===== config.mk =====
export PLATFORM = sky130hd
export DESIGN_NAME = regfile_sb
export DESIGN_NICKNAME = d
export VERILOG_FILES = /design/src/rtl/regfile_pkg.sv /design/src/rtl/regfile_scoreboard.sv /design/src/rtl/regfile_sb.sv
export SDC_FILE = /design/constraint.sdc
export NUM_CORES = 1
export LEC_CHECK = 0
export ABC_CLOCK_PERIOD_IN_PS = 6320
export CELL_PAD_IN_SITES_DETAIL_PLACEMENT = 0
export CELL_PAD_IN_SITES_GLOBAL_PLACEMENT = 1
export CORE_MARGIN = 5
export CORE_UTILIZATION = 25
export DETAILED_ROUTE_END_ITERATION = 16
export PLACE_DENSITY_LB_ADDON = 0.1
export SYNTH_ARGS = -nofsm -noshare
export SYNTH_HDL_FRONTEND = slang
export SYNTH_SLANG_ARGS = --single-unit

===== constraint.sdc =====
create_clock -name clk -period 6.32 [get_ports clk]
set_input_delay 1.896 -clock clk [delete_from_list [all_inputs] [get_ports clk]]
set_output_delay 1.896 -clock clk [all_outputs]
set_load 0.05 [all_outputs]

===== src/rtl/regfile_pkg.sv =====
// regfile_pkg: values shared by the register file and the branch unit.
//   DATA_W_DEF / NUM_REGS_DEF : default register width and register count
//   CC_N / CC_Z / CC_P        : one-hot {N,Z,P} condition codes (CC_Z is the reset value)
//   nzp_of                    : condition code of a value, given its sign bit and zero flag
package regfile_pkg;

    localparam int DATA_W_DEF   = 16;
    localparam int NUM_REGS_DEF = 8;

    localparam logic [2:0] CC_N = 3'b100;
    localparam logic [2:0] CC_Z = 3'b010;
    localparam logic [2:0] CC_P = 3'b001;

    // Takes the sign bit and an is-zero flag rather than the whole word so
    // that callers of any data width can share it.
    function automatic logic [2:0] nzp_of(input logic sign, input logic zero);
        return {sign, zero, !sign && !zero};
    endfunction

endpackage


===== src/rtl/regfile_scoreboard.sv =====
// regfile_scoreboard: per-register busy bits for the pipelined register file.
//   clk, reset          : clock, synchronous active-high reset
//   iss_en, iss_dr      : issue strobe / destination, sets the busy bit
//   wr_en, wr_addr      : writeback strobe / destination, clears the busy bit
//   sr1, sr2            : operand indices being decoded
//   busy_vec            : registered busy bits, bit i is register i
//   sr1_busy, sr2_busy  : operand still pending (a same-cycle writeback releases it)
module regfile_scoreboard #(
    parameter int NUM_REGS = 8,
    parameter int ADDR_W   = $clog2(NUM_REGS)
) (
    input  logic                clk,
    input  logic                reset,
    input  logic                iss_en,
    input  logic [ADDR_W-1:0]   iss_dr,
    input  logic                wr_en,
    input  logic [ADDR_W-1:0]   wr_addr,
    input  logic [ADDR_W-1:0]   sr1,
    input  logic [ADDR_W-1:0]   sr2,
    output logic [NUM_REGS-1:0] busy_vec,
    output logic                sr1_busy,
    output logic                sr2_busy
);

    logic [NUM_REGS-1:0] busy_next;

    // Issue has priority over writeback so a back-to-back producer of the
    // same register keeps the bit set while the older result retires.
    always_comb begin
        busy_next = busy_vec;
        for (int i = 0; i < NUM_REGS; i++) begin
            if (iss_en && iss_dr == ADDR_W'(i))
                busy_next[i] = 1'b1;
            else if (wr_en && wr_addr == ADDR_W'(i))
                busy_next[i] = 1'b0;
        end
    end

    always_ff @(posedge clk) begin
        if (reset)
            busy_vec <= '0;
        else
            busy_vec <= busy_next;
    end

    // Same-cycle issue is deliberately ignored here: an instruction must not
    // stall on its own destination.
    assign sr1_busy = busy_vec[sr1] && !(wr_en && wr_addr == sr1);
    assign sr2_busy = busy_vec[sr2] && !(wr_en && wr_addr == sr2);

endmodule


===== src/rtl/regfile_sb.sv =====
// regfile_sb: general-purpose register file with write-to-read bypass,
// busy scoreboard and NZP condition codes.
//   clk, reset              : clock, synchronous active-high reset
//   wr_en, wr_addr, wr_data : writeback port
//   ld_cc                   : load NZP from wr_data (only with wr_en)
//   iss_en, iss_dr          : issue port, marks destination busy
//   sr1, sr2                : read indices
//   rd_data1, rd_data2      : combinational read data, bypassed from writeback
//   sr1_busy, sr2_busy      : operand not yet available
//   busy_vec                : registered scoreboard
//   nzp                     : registered {N,Z,P}
module regfile_sb
    import regfile_pkg::*;
#(
    parameter  int DATA_W   = DATA_W_DEF,
    parameter  int NUM_REGS = NUM_REGS_DEF,
    localparam int ADDR_W   = $clog2(NUM_REGS)
) (
    input  logic                clk,
    input  logic                reset,
    input  logic                wr_en,
    input  logic [ADDR_W-1:0]   wr_addr,
    input  logic [DATA_W-1:0]   wr_data,
    input  logic                ld_cc,
    input  logic                iss_en,
    input  logic [ADDR_W-1:0]   iss_dr,
    input  logic [ADDR_W-1:0]   sr1,
    input  logic [ADDR_W-1:0]   sr2,
    output logic [DATA_W-1:0]   rd_data1,
    output logic [DATA_W-1:0]   rd_data2,
    output logic                sr1_busy,
    output logic                sr2_busy,
    output logic [NUM_REGS-1:0] busy_vec,
    output logic [2:0]          nzp
);

    logic [DATA_W-1:0] mem [NUM_REGS];

    always_ff @(posedge clk) begin
        if (reset) begin
            for (int i = 0; i < NUM_REGS; i++)
                mem[i] <= '0;
            nzp <= CC_Z;
        end else begin
            if (wr_en)
                mem[wr_addr] <= wr_data;
            if (wr_en && ld_cc)
                nzp <= nzp_of(wr_data[DATA_W-1], wr_data == '0);
        end
    end

    // NUM_REGS is a power of two, so every index value addresses a register.
    assign rd_data1 = (wr_en && wr_addr == sr1) ? wr_data : mem[sr1];
    assign rd_data2 = (wr_en && wr_addr == sr2) ? wr_data : mem[sr2];

    regfile_scoreboard #(
        .NUM_REGS (NUM_REGS),
        .ADDR_W   (ADDR_W)
    ) u_sb (
        .clk      (clk),
        .reset    (reset),
        .iss_en   (iss_en),
        .iss_dr   (iss_dr),
        .wr_en    (wr_en),
        .wr_addr  (wr_addr),
        .sr1      (sr1),
        .sr2      (sr2),
        .busy_vec (busy_vec),
        .sr1_busy (sr1_busy),
        .sr2_busy (sr2_busy)
    );

endmodule


==> Yosys cells after proc, flatten, opt, wreduce, memory -nomap -nowiden <==
Memories as Yosys holds them, arrays and structs flattened.
Cells that the tools add are included.
{ "word_totals": {"word_cells": 96, "ram_bits": 128, "regBits": 11, "out_inout_bits": 45, "memories": 1} }
{ "op_classes": {"mux": 30, "n_eq_ne": 16, "magnitude_cmp": 2, "n_reduce_logical": 38} }
{ "memory_table": {"columns": ["memory", "depth", "word_bits", "rd", "rd_clocked_by_memory_dff", "wr", "line_no", "rtl"], "rows": [
  ["mem", 8, 16, 2, 0, 8, "regfile_sb.sv:37", "logic [DATA_W-1:0] mem [NUM_REGS];"]
]} }
{ "op_table": {"columns": ["operator", "n"], "rows": [
  ["2-to-1 mux 16 bit", 3],
  ["equality test 3 bit (second input constant)", 8],
  ["2-to-1 mux 1 bit", 24],
  ["logical AND 1 bit", 22],
  ["zero test 16 bit", 1],
  ["nonzero test 2 bit", 8],
  ["OR reduction 16 bit", 1],
  ["equality test 3 x 2 -> 1 bit (second input constant)", 4],
  ["less-than comparator 3 x 4 -> 1 bit (second input constant)", 2],
  ["binary-select mux 1 bit (select 3 bit)", 2],
  ["equality test 3 x 1 -> 1 bit (second input constant)", 2],
  ["equality test 3 bit", 2],
  ["zero test 3 bit", 2],
  ["zero test 1 bit", 4],
  ["2-to-1 mux 3 bit", 1]
]} }

==> Depth between registers and ports, before layout <==
{ "depth": {"ltp_word": 5, "depth_mapped": 6, "ltp_nobuf": 4} }

==> Modules after synthesis <==
From an unflattened synthesis, not the netlist that was laid out.
{ "unflattened": {"cells_unflattened": 589, "hier_area_um2": 7932.6} }
{ "modules_own_cells": {"columns": ["module", "n_inst", "seq_area_each_um2", "area_per_inst_um2", "cells_each"], "rows": [
  ["regfile_sb", 1, 3903.7, 7340.8, 515],
  ["regfile_scoreboard", 1, 160.2, 591.8, 74]
]} }

==> Least setup slack after synthesis <==
Ideal clock, no wire load.
{ "synth_timing": {"path_kind": "input to output", "startpoint": "input wr_addr[1]", "endpoint": "output rd_data1[10]", "path_slack_ns": 0.998, "path_stages": 6, "t_arrival_ns": 3.426, "path_cell_list": "buf_4 > xnor2_1 > nand4_1 > buf_2 > nor2_1 > a21oi_1"} }
{ "synth_via": {"elab_chain_len": 3} }
{ "synth_lines": {"columns": ["item", "line_no", "rtl"], "rows": [
  ["start, declared", "regfile_sb.sv:22", "input logic [ADDR_W-1:0] wr_addr,"],
  ["equality test 3 bit", "regfile_sb.sv:53", "assign rd_data1 = (wr_en && wr_addr == sr1) ? wr_data : mem[sr1];"],
  ["logical AND 1 bit", "regfile_sb.sv:53", null],
  ["2-to-1 mux 16 bit", "regfile_sb.sv:53", null],
  ["end, declared", "regfile_sb.sv:29", "output logic [DATA_W-1:0] rd_data1,"]
]} }
No other way between the ends.

==> Worst setup path in the final report <==
{ "layout_timing": {"startpoint": "input wr_addr[1]", "endpoint": "output rd_data2[14]"} }
{ "layout_via": {"elab_chain_len": 3} }
{ "layout_lines": {"columns": ["item", "line_no", "rtl"], "rows": [
  ["equality test 3 bit", "regfile_sb.sv:54", "assign rd_data2 = (wr_en && wr_addr == sr2) ? wr_data : mem[sr2];"],
  ["logical AND 1 bit", "regfile_sb.sv:54", null],
  ["2-to-1 mux 16 bit", "regfile_sb.sv:54", null],
  ["end, declared", "regfile_sb.sv:30", "output logic [DATA_W-1:0] rd_data2,"]
]} }
No other way between the ends.

==> flow_metrics.env <==
export IMPL_min_path_type="reg -> reg"
export IMPL_skew_ns=0
export IMPL_h_tree_depth=4
export IMPL_critPathRequiredTime_ns=4.42
export IMPL_syn_inst=567
export IMPL_synth_common_cells="128 x and2_1, 128 x edfxtp_1, 63 x mux4_2"
export IMPL_insertion_delay_ns=0.43
export IMPL_arrival_ns=3.89
export IMPL_slowest_delay_ns=0.77
export IMPL_ant_nets=0
export IMPL_syn2layout_area_growth_pct=25.6
export IMPL_crit_path_max_fanout=23
export IMPL_cts_resized=0
export IMPL_slew_viol_final=0
export IMPL_placed_cell_area_um2=9310
export IMPL_setup_viol=0
export IMPL_synthesis_nets=600
export IMPL_die_w_um=188
export IMPL_ys_seq_area_frac=0.516
export IMPL_die_h_um=188
export IMPL_yosysTopAreaCell="edfxtp_1"
export IMPL_via_per_inst=4.70
export IMPL_path_clk_slew_ns=0.06
export IMPL_ys_top_cells_by_area="edfxtp_1 49%, mux4_2 18%, and2_1 10%"
export IMPL_slowest_stage="clkdlybuf4s50_1"
export IMPL_worst_slew_pin_slew_ns=1.11
export IMPL_timing_rr_start="u_sb.busy_vec[1]"
export IMPL_fillCellCount=3044
export IMPL_async_flop_share=0
export IMPL_status="finished clean"
export IMPL_synth_top_cell_area_share=0.488
export IMPL_place_congestion=0.751
export IMPL_wirelength_um=26000
export IMPL_start_kind="primary input"
export IMPL_clockRootBuffer="clkbuf_16"
export IMPL_endpoint_kind="output port"
export IMPL_finalSetupTns_ns=0
export IMPL_hold_start="nzp[2]"
export IMPL_antenna_found_initial=3
export IMPL_register_area_um2=4060
export IMPL_numCtsBuffers=17
export IMPL_cp_startpoint="wr_addr[1]"
export IMPL_grt_usage=0.149
export IMPL_ys_types=39
export IMPL_port_buffers=77
export IMPL_vdd_drop_max_mv=0.173
export IMPL_dr_total_vias=4923
export IMPL_power_density_nw_per_um2=276
export IMPL_max_freq_ghz=0.173
export IMPL_grt_max_degree=36
export IMPL_diodes=0
export IMPL_drive_gt1_frac=0.264
export IMPL_die_area_um2=35200
export IMPL_final_nets=665
export IMPL_grt_overflow_total=0
export IMPL_grt_setup_unrepaired="false"
export IMPL_synth_main_ff_cell="edfxtp_1"
export IMPL_grt_pass1_wl_um=37800
export IMPL_yosys_warnings=0
export IMPL_crit_chain="clkdlybuf4s50_1, xnor2_1, nand4_1, buf_4, nor2_1, a21oi_1, buf_12"
export IMPL_cts_hold_buf=0
export IMPL_synth_edf_count=128
export IMPL_fin_crit_sh=0.915
export IMPL_drt_pass1_iter_count=4
export IMPL_synth_area_per_cell_um2=13.9
export IMPL_power_mw=2.73
export IMPL_tritoncts="yes"
export IMPL_dp_cells=1015
export IMPL_synth_seq_cells=139
export IMPL_ios=78
export IMPL_place_hpwl_um=16200
export IMPL_drc=0
export IMPL_synth_area_um2=7880
export IMPL_maxCapViolations=0
export IMPL_power_leakage_nw=3.52
export IMPL_finalCriticalPeriod_ns=5.79
export IMPL_maxSlewHeadroom=0.260
export IMPL_final_area_um2=9900
export IMPL_worstSetupPathType="in -> out"
export IMPL_core_area_um2=31300
export IMPL_finalHoldViolCount=0
export IMPL_wl_per_cell_um=24.9
export IMPL_multiInputGateArea_um2=3470
export IMPL_fin_cells=1047
export IMPL_clock_sink_count=139
export IMPL_row_count=65
export IMPL_start_util=0.252
export IMPL_holdWs_ns=0.475
export IMPL_postCtsSetupBuffers=0
export IMPL_grt_pass1_vias=5275
export IMPL_drt_iter0_markers=297
export IMPL_cts_buffer_depth=2
-- kinds of logic (layout without fill, tap and decap cells) --
family                 after synthesis  count (layout)  synth area share
AND/OR/NAND/NOR                    210             210             0.154
flip-flops                         139             139             0.516
multiplexers                       102             102             0.240
buffers and inverters               61             139            0.0486
AO/OA/AOI/OAI                       49              49            0.0348
XOR/XNOR                             6               6           0.00667
-- power by group --
part           total, mW  switching (mW)  internal (mW)
clock network       1.03           0.409          0.619
registers           1.10          0.0315           1.07
logic              0.602           0.330          0.272
total               2.73           0.771           1.96
-- flip-flops by register name, summed over array words and instances (netlist names) --
signal and cells:
nzp 3, u_sb.busy_vec 8, mem 128
-- layout make-up --
cell class,instances,share of cell area
clock buffers,20,0.0441
repair buffers,99,0.126
multi-input cells,367,0.350
flip-flops and latches,139,0.411
inverters,8,0.00303
clock inverters,12,0.0154
well taps,402,0.0508
-- critical path: cells and delay by family --
family | cells | cell delay [ns]
and+or+nand+nor | 2 | 0.21
xor gates and xnor gates | 1 | 0.12
buffers and inverters | 3 | 1.30
AOI/OAI and AO/OA | 1 | 0.35
-- cell usage in the layout, fill, tap and decap left out, types with 7 or more instances in the layout --
cell / synthesis / routed
a21oi_1: 33 / 33
mux4_2: 63 / 63
clkbuf_16: 0 / 17
clkdlybuf4s50_1: 0 / 39
nor2_1: 42 / 42
nand2_1: 9 / 9
edfxtp_1: 128 / 128
mux2i_1: 34 / 34
buf_4: 6 / 23
and2_1: 128 / 128
inv_1: 7 / 7
dfxtp_1: 11 / 11
buf_12: 2 / 33
-- layer usage --
layer  share of wire  wire length, µm  vias to the layer above  global-route usage
li1                -                -                     2243                   -
met5         0.00050               13                        -                   0
met3           0.040             1040                       23              0.0322
met2            0.52            13400                      109               0.260
met1            0.43            11200                     2546               0.192
met4           0.011              290                        2              0.0327
-- path summary, 6_finish.rpt --
kind	endpoint	slack (ns)	cells after the start
min	nzp[2]	0.47	2
max	rd_data2[14]	0.53	7
min reg2reg	nzp[2]	0.47	2
max reg2reg	u_sb.busy_vec[1]	5.60	2
-- per-stage QoR --
step	worst slack [ns]	util
detailed placement	0.464	0.297
global placement	0.493	0.297
CTS	0.451	0.316
global route	0.355	0.316
floorplan	0.998	-
finish	0.535	0.316
No activity file was read; power rests on OpenSTA's default activity.
